### config.mk
export PLATFORM = sky130hd
export DESIGN_NAME = catch_judge_flat
export DESIGN_NICKNAME = d
export VERILOG_FILES = /design/src/rtl/catch_judge_if.sv /design/src/rtl/catch_judge.sv /design/src/flat_wrapper.sv
export SDC_FILE = /design/constraint.sdc
export NUM_CORES = 1
export LEC_CHECK = 0
export CAP_MARGIN = 10
export CORE_UTILIZATION = 50
export CTS_CLUSTER_DIAMETER = 100
export DETAILED_ROUTE_END_ITERATION = 6
export PLACE_DENSITY_LB_ADDON = 0.2
export SKIP_CTS_REPAIR_TIMING = 1
export SLEW_MARGIN = 20
export SYNTH_ARGS = -nofsm -noshare
export SYNTH_HDL_FRONTEND = slang
export SYNTH_SLANG_ARGS = --single-unit
### constraint.sdc
create_clock -name clk -period 3.05 [get_ports clk]
set_clock_uncertainty 0.2 [all_clocks]
set_input_delay 0.61 -clock clk [delete_from_list [all_inputs] [get_ports clk]]
set_output_delay 0.61 -clock clk [all_outputs]
set_load 0.01 [all_outputs]
### src/rtl/catch_judge_if.sv
// catch_judge_if: player/sequencer-side signal bundle for the catch judge.
// master drives the light pulse, button and restart; slave is the judge.
interface catch_judge_if;
  logic        turnOn;
  logic        btn;
  logic        restart;
  logic        led;
  logic        hit;
  logic        miss;
  logic [5:0]  score;
  logic [2:0]  misses;
  logic        gameOver;
  logic [15:0] reactTime;

  modport master (
    output turnOn, btn, restart,
    input  led, hit, miss, score, misses, gameOver, reactTime
  );

  modport slave (
    input  turnOn, btn, restart,
    output led, hit, miss, score, misses, gameOver, reactTime
  );
endinterface

### src/rtl/catch_judge.sv
// catch_judge: reaction game referee. A light pulse opens a catch window; a
// debounced button press inside it scores a hit, otherwise a miss is counted.
// MAX_MISSES misses end the game until restart.
// Optional feature macro: CATCH_REACTION_TIME_EN builds the reaction-time
// capture register; without it reactTime is tied to 0.
//
// state  | meaning
// IDLE   | lamp off, waiting for a light pulse; a press here is an early miss
// ACTIVE | lamp on, window counter running
// OVER   | game finished, only restart is honoured
module catch_judge #(
  parameter int WINDOW_CYCLES   = 50_000_000,
  parameter int DEBOUNCE_CYCLES = 1_000_000,
  parameter int MAX_MISSES      = 3
) (
  input  logic          clk,
  input  logic          reset,
  catch_judge_if.slave  bus
);

  localparam int WIN_W = $clog2(WINDOW_CYCLES);
  localparam int DEB_W = (DEBOUNCE_CYCLES > 1) ? $clog2(DEBOUNCE_CYCLES) : 1;
  localparam logic [WIN_W-1:0] WIN_LAST   = WIN_W'(WINDOW_CYCLES - 1);
  localparam logic [DEB_W-1:0] DEB_LOAD   = DEB_W'(DEBOUNCE_CYCLES - 1);
  localparam logic [2:0]       MISS_LIMIT = 3'(MAX_MISSES);

  typedef enum logic [1:0] {S_IDLE, S_ACTIVE, S_OVER} state_t;

  logic             sync1_q, sync2_q;
  logic             deb_lvl_q, deb_lvl_d;
  logic [DEB_W-1:0] deb_cnt_q, deb_cnt_d;
  logic             deb_prev_q;
  logic             press_q;

  state_t           state_q, state_d;
  logic [WIN_W-1:0] win_cnt_q, win_cnt_d;
  logic [5:0]       score_q, score_d;
  logic [2:0]       misses_q, misses_d;
  logic             hit_q, hit_d;
  logic             miss_q, miss_d;

  // Two-flop synchronizer for the raw button.
  always_ff @(posedge clk or negedge reset) begin
    if (!reset) begin
      sync1_q <= 1'b0;
      sync2_q <= 1'b0;
    end else begin
      sync1_q <= bus.btn;
      sync2_q <= sync1_q;
    end
  end

  // Debounce timer: reloads while the input agrees with the accepted level,
  // counts down while it disagrees, and flips the level at terminal count.
  always_comb begin
    deb_lvl_d = deb_lvl_q;
    deb_cnt_d = deb_cnt_q;
    if (sync2_q == deb_lvl_q) begin
      deb_cnt_d = DEB_LOAD;
    end else if (deb_cnt_q == '0) begin
      deb_lvl_d = sync2_q;
      deb_cnt_d = DEB_LOAD;
    end else begin
      deb_cnt_d = deb_cnt_q - DEB_W'(1);
    end
  end

  // Debounced level, its delayed copy and the registered rising-edge press.
  always_ff @(posedge clk or negedge reset) begin
    if (!reset) begin
      deb_lvl_q  <= 1'b0;
      deb_cnt_q  <= '0;
      deb_prev_q <= 1'b0;
      press_q    <= 1'b0;
    end else begin
      deb_lvl_q  <= deb_lvl_d;
      deb_cnt_q  <= deb_cnt_d;
      deb_prev_q <= deb_lvl_q;
      press_q    <= deb_lvl_q & ~deb_prev_q;
    end
  end

  // Game rules: window handling, hit/miss decision and score/miss counting.
  always_comb begin
    state_d   = state_q;
    win_cnt_d = win_cnt_q;
    score_d   = score_q;
    misses_d  = misses_q;
    hit_d     = 1'b0;
    miss_d    = 1'b0;
    case (state_q)
      S_IDLE: begin
        if (bus.turnOn) begin
          state_d   = S_ACTIVE;
          win_cnt_d = '0;
        end else if (press_q) begin
          miss_d = 1'b1;
        end
      end
      S_ACTIVE: begin
        if (press_q) begin
          hit_d   = 1'b1;
          state_d = S_IDLE;
          if (score_q != 6'h3F) score_d = score_q + 6'd1;
        end else if (bus.turnOn) begin
          miss_d    = 1'b1;
          win_cnt_d = '0;
        end else if (win_cnt_q == WIN_LAST) begin
          miss_d  = 1'b1;
          state_d = S_IDLE;
        end else begin
          win_cnt_d = win_cnt_q + WIN_W'(1);
        end
      end
      S_OVER: begin
        if (bus.restart) begin
          state_d  = S_IDLE;
          score_d  = '0;
          misses_d = '0;
        end
      end
      default: state_d = S_IDLE;
    endcase
    // The miss that reaches the limit ends the game in the same transition.
    if (miss_d) begin
      misses_d = misses_q + 3'd1;
      if (misses_d == MISS_LIMIT) state_d = S_OVER;
    end
  end

  // Game state, counters and registered hit/miss pulses.
  always_ff @(posedge clk or negedge reset) begin
    if (!reset) begin
      state_q   <= S_IDLE;
      win_cnt_q <= '0;
      score_q   <= '0;
      misses_q  <= '0;
      hit_q     <= 1'b0;
      miss_q    <= 1'b0;
    end else begin
      state_q   <= state_d;
      win_cnt_q <= win_cnt_d;
      score_q   <= score_d;
      misses_q  <= misses_d;
      hit_q     <= hit_d;
      miss_q    <= miss_d;
    end
  end

  assign bus.led      = (state_q == S_ACTIVE);
  assign bus.gameOver = (state_q == S_OVER);
  assign bus.hit      = hit_q;
  assign bus.miss     = miss_q;
  assign bus.score    = score_q;
  assign bus.misses   = misses_q;

`ifdef CATCH_REACTION_TIME_EN
  logic [15:0]    react_q, react_d;
  logic [WIN_W:0] elapsed;

  // The hit edge itself closes the window, so elapsed cycles are count + 1.
  always_comb begin
    elapsed = {1'b0, win_cnt_q} + (WIN_W + 1)'(1);
    react_d = react_q;
    if (hit_d) begin
      react_d = (32'(elapsed) > 32'd65535) ? 16'hFFFF : 16'(elapsed);
    end
  end

  // Reaction time capture, held until the next hit.
  always_ff @(posedge clk or negedge reset) begin
    if (!reset) react_q <= '0;
    else        react_q <= react_d;
  end

  assign bus.reactTime = react_q;
`else
  assign bus.reactTime = '0;
`endif

endmodule
### src/flat_wrapper.sv
// flat-port wrapper written by rule: the top's interface ports become plain ports
module catch_judge_flat 
#(
  parameter int WINDOW_CYCLES   = 50_000_000,
  parameter int DEBOUNCE_CYCLES = 1_000_000,
  parameter int MAX_MISSES      = 3
)
  (clk, reset, bus_turnOn, bus_btn, bus_restart, bus_led, bus_hit, bus_miss, bus_score, bus_misses, bus_gameOver, bus_reactTime);
  catch_judge_if bus_i ();
  input  logic clk;
  input  logic reset;
  input wire logic [$bits(bus_i.turnOn)-1:0] bus_turnOn;
  input wire logic [$bits(bus_i.btn)-1:0] bus_btn;
  input wire logic [$bits(bus_i.restart)-1:0] bus_restart;
  output wire logic [$bits(bus_i.led)-1:0] bus_led;
  output wire logic [$bits(bus_i.hit)-1:0] bus_hit;
  output wire logic [$bits(bus_i.miss)-1:0] bus_miss;
  output wire logic [$bits(bus_i.score)-1:0] bus_score;
  output wire logic [$bits(bus_i.misses)-1:0] bus_misses;
  output wire logic [$bits(bus_i.gameOver)-1:0] bus_gameOver;
  output wire logic [$bits(bus_i.reactTime)-1:0] bus_reactTime;
  assign bus_i.turnOn = bus_turnOn;
  assign bus_i.btn = bus_btn;
  assign bus_i.restart = bus_restart;
  assign bus_led = bus_i.led;
  assign bus_hit = bus_i.hit;
  assign bus_miss = bus_i.miss;
  assign bus_score = bus_i.score;
  assign bus_misses = bus_i.misses;
  assign bus_gameOver = bus_i.gameOver;
  assign bus_reactTime = bus_i.reactTime;
  catch_judge #(.WINDOW_CYCLES(WINDOW_CYCLES), .DEBOUNCE_CYCLES(DEBOUNCE_CYCLES), .MAX_MISSES(MAX_MISSES)) u_core (.clk(clk), .reset(reset), .bus(bus_i));
endmodule
---- After elaboration in Yosys (flattened, before gate mapping) ----
Index checks and enable logic that the tools add are counted.
Widths: inputs -> output; s select.
operators by class
  add/subtract/negate cells ............... 4
  $mul .................................... 0
  div/mod/pow operators ................... 0
  magnitude comparators ................... 0
  equality and inequality tests ........... 12
  shift operators ......................... 0
  muxes and demuxes ....................... 29
  bitwise logic cells ..................... 3
  reductions and logical operators ........ 10
operators with widths
  kind                   number
  $mux 26                4
  $pmux 26 s2            1
  $mux 20                2
  $add 26x1->26 const B  1
  $eq 26x26->1 const B   1
  $logic_not 20->1       1
  $sub 20x1->20 const B  1
  $mux 6                 3
  $mux 2                 7
  $pmux 6 s2             1
  $mux 3                 3
  $reduce_and 4->1       2
  $reduce_bool 2->1      4
  $add 6x1->6 const B    1
  $mux 1                 6
  $ne 2x2->1 const B     3
  $ne 6x6->1 const B     1
  $pmux 2 s3             1
  $ne 2x1->1 const B     2
  $reduce_and 2->1       2
  $add 3x1->3 const B    1
  $eq 3x2->1 const B     1
  $ne 3x3->1 const B     1
  $eq 2x1->1 const B     1
  6 further kinds        7
word-level totals
  bits in registers ....................... 64
  latch bits .............................. 0
  memory bits (writable) .................. 0
  ROM bits ................................ 0
  bits of input ports ..................... 5
  output and inout bits ................... 29
  logic and storage cells ................. 70
  memories kept ........................... 0

---- Depth between registers and ports, before layout ----
  word-level depth ........................ 7
  gate-level depth with buffers ........... 7
  mapped depth without buffers ............ 6

---- Worst setup path before layout ----
Ideal clock, no wire load.
  path type ............................... reg2reg
  start ................................... register u_core.deb_cnt_q[11]
  end ..................................... register u_core.deb_cnt_q[1]
  library setup time ...................... 0.065 ns
  arrival ................................. 2.208 ns
  required time ........................... 2.785 ns
  slack ................................... 0.577 ns
  cell stages (with the launch flop) ...... 7
  path buffers ............................ 1
  period minus slack after synthesis ...... 2.473 ns
  cell sequence ........................... dfrtp_1 > or4_4 > or3_4 > or4_4 > and2_4 > buf_6 > nand2_1
on the way
  longest elaborated chain between the ends .. 3
ends and longest elaborated chain
  item                           RTL line           text
  from (decl)                    catch_judge.sv:31  logic [DEB_W-1:0] deb_cnt_q, deb_cnt_d;
  from (signal assigned)         catch_judge.sv:77  deb_cnt_q <= deb_cnt_d;
  $logic_not 20->1               catch_judge.sv:60  end else if (deb_cnt_q == '0) begin
  $mux 20                        catch_judge.sv:60
  $mux 20                        catch_judge.sv:58  if (sync2_q == deb_lvl_q) begin
  named net u_core.deb_cnt_d[1]  catch_judge.sv:31
The timed path passes the listed nets, and every way through them passes these cells.
A chain may end at the register's enable or synchronous reset.

---- Final worst setup path ----
  start ................................... register u_core.win_cnt_q[0]
  end ..................................... register u_core.win_cnt_q[3]
on the way
  longest elaborated chain between the ends .. 5
  elaborated cells on any way between the ends .. 8
  those cells by class .................... add/sub: 1; eq/ne: 2; mux: 4; reduce/logical: 1
ends and longest elaborated chain
  item                    RTL line            text
  from (decl)             catch_judge.sv:36   logic [WIN_W-1:0] win_cnt_q, win_cnt_d;
  from (signal assigned)  catch_judge.sv:142  win_cnt_q <= win_cnt_d;
  $add 26x1->26           catch_judge.sv:112  win_cnt_d = win_cnt_q + WIN_W'(1);
  $mux 26                 catch_judge.sv:108  end else if (win_cnt_q == WIN_LAST) begin
  $mux 26                 catch_judge.sv:105  end else if (bus.turnOn) begin
  $mux 26                 catch_judge.sv:101  if (press_q) begin
  $pmux 26 s2             catch_judge.sv:91   case (state_q)
Several ways; a longest one is shown, not always the timed one. The select of a mux whose other input is x is not followed.

==> out/qor.yml <==
status: "finished clean"
initial_utilization_pct: 52.0
crit_path_start: "u_core.win_cnt_q[0]"
crit_fanout: 15
synthXorXnorAreaFrac_pct: 7.96
synth-edff-count: 0
grt_max_degree: 30
die_w_um: 83.3
p_leak_uw: 0.00154
yosysTopAreaCell: "dfrtp_1"
synth_top_family_by_area: "simple AND/OR/NAND/NOR gates"
core_um2: 6350
reg2reg_slack_ps: 260
clkSinkCount: 64
drv_cap: 0
regArea_um2: 1600
syn2layout_area_growth_pct: 13.6
io_buffers: 17
worst-path-buf-inv: 1
setup-tns-final_ps: 0
syn_inst: 339
synth_top_area_share_pct: 48.5
ys_seq_area_share_pct: 48.5
grt_antenna_before_repair: 0
diodes: 0
dieArea_um2: 6930
multi_input_area_um2: 1570
worst_ep_arrival_time_ps: 2810
synth_fa_ha_area_share_pct: 2.27
drive_gt1_share_pct: 10.3
totalPowerFinal_uw: 2360
cts_tree: "done"
pwr_density_cell_nw_per_um2: 629
rr_startpoint: "u_core.win_cnt_q[0]"
worstMarginPinSlew_ps: 820
cp.required_ps: 3070
hold_class: "in -> async"
path_delay_family: "compound AO/OA/AOI/OAI gates"
rows: 29
fin_crit_sh_pct: 91.5
ant_nets: 0
utilization_pct: 59.1
max-clock-path-buffers: 2
crit_path_top_delay_cell: "o31ai_2"
synth-compound-area-share_pct: 10.4
cpPeakStageDelay_ps: 710
grt_pass1_wl_mm: 10.7
yosys-top-cells-area: "dfrtp_1 (49%), xnor2_1 (4.5%), nor2_1 (4.4%), nand2_1 (4.1%), buf_4 (3.6%)"
drc: 0
grt_use_total_pct: 19.2
crit_chain: "ha_1 -> nand3_1 -> or4_1 -> o31ai_2 -> buf_4 -> o21ba_2 -> nor2_1"
ys_types: 49
rsz0062_at_grt: "no"
routed_wl_mm: 6.21
routed_via_density: 5.46
grt_pass1_vias: 2344
clkTransAtPathRegs_ps: 70
ys.warnings.count: 0
end_kind: "register"
dr_total_vias: 2485
drt-initial-drc-count: 137
setup_viol: 0
syn_area_um2: 3300
clk_latency_ps: 340
finalMaxSlewViolations: 0
h-tree-depth: 3
ys.flop_type: "dfrtp_1"
wl_per_cell_um: 13.7
ir_drop_uv: 411
crit_path_start_kind: "register"
fmax_ghz: 0.358
die_h_um: 83.3
relSlewSlack_pct: 45.0
grt.overflow.total: 0
hold_viol: 0
place_congestion: 0.824
io_pins: 34
cts-buffers-inserted: 9
ys_ff_latch: 64
synth-simple-area-share_pct: 23.8
nets: 384
design_area_um2: 3750
critPathKind: "reg -> reg"
hpwl_mm: 4.42
synthMuxAreaShare_pct: 1.29
n_fill_cell: 553
dr.pass1.iters: 5
dpl_cell_area_um2: 3560
async_flop_share_pct: 100
min_period_ps: 2790
avgSynthCellArea_um2: 9.74
root_buffer: "clkbuf_8"
routing by layer:
metal  global-route usage (%)  wire length, µm  up-vias
met5                        0                0        -
met4                     6.90               52        0
li1                         -                -     1238
met1                     25.5             2870     1185
met2                     30.3             2990       57
met3                     5.17              300        5
worst register-to-register path: cells and delay by family, from the launching register on:
| kind | cells | cell delay (ps) |
|---|---|---|
| and+or+nand+nor | 3 | 780 |
| DFF | 1 | 400 |
| AOI/OAI and AO/OA | 2 | 860 |
| buffers and inverters | 1 | 260 |
| adders and majority gates | 1 | 180 |
where the power goes:
group          internal (µW)  switching, µW  leakage [µW]  total (µW)
clock                    361            313     0.0000927         675
combinational            298            340      0.000651         639
sequential               938            106      0.000800        1040
total                   1600            760       0.00154        2360
cells in the mapped netlist (3+ instances only):
library cell and count:
nand3_1 13, nor2b_1 4, or4_1 6, and2_1 4, nor2_1 39, and4_1 3, nand4_1 10, o21ai_0 14
or3_1 7, ha_1 6, dfrtp_1 64, xor2_1 13, clkbuf_1 4, buf_4 16, nand2_1 36, nor4_1 5
o31ai_1 5, nor3_1 13, o211ai_1 4, xnor2_1 17, a21oi_1 10, inv_1 9
flip-flops by register name, summed over array words and instances, names as in the netlist:
signal,cells
u_core.sync2_q,1
u_core.bus.hit,1
u_core.bus.misses,3
u_core.bus.miss,1
u_core.deb_lvl_q,1
u_core.deb_cnt_q,20
u_core.deb_prev_q,1
u_core.sync1_q,1
u_core.win_cnt_q,26
u_core.bus.score,6
u_core.press_q,1
u_core.state_q,2
cell type report:
type                            instances  share of cell area, %
Sequential cell                        64                   42.7
Multi-Input combinational cell        259                   41.9
Timing Repair Buffer                   30                   7.01
Clock buffer                           14                   4.60
Tap cell                               77                   2.57
Inverter                                9                  0.901
Clock inverter                          2                  0.334
final timing paths:
kind | end | depth (start not counted)
worst max-delay path | u_core.win_cnt_q[3] | 7
worst min-delay path | u_core.bus.miss | 1
worst max register to register | u_core.win_cnt_q[3] | 7
worst min register to register | u_core.sync2_q | 0
max in group asynchronous | u_core.deb_cnt_q[17] | 2
min in group clk | u_core.sync2_q | 0
cell families (layout without fill, tap and decap cells):
group,count (synthesis),in the layout
and+or+nand+nor,154,154
other,1,16
buffers and inverters,31,55
muxes,4,4
xor gates and xnor gates,30,30
adders and majority gates,6,6
AOI/OAI and AO/OA,49,49
DFF,64,64
through the flow:
stage	hold WS [ps]	worst slack, ps	cells
2_1_floorplan	114	577	354
4_1_cts	116	266	455
6_report	104	258	455
3_5_place_dp	154	197	439
5_1_grt	154	6.65	455
3_3_place_gp	132	251	439
layout by cell type, fill, tap and decap left out, types with 14 or more instances in the layout:
cell,n
nor2_1,39
xnor2_1,17
nand2_1,36
dfrtp_1,64
clkdlybuf4s50_1,16
o21ai_0,14
conb_1,16
Power figures use the tool's default switching activity.
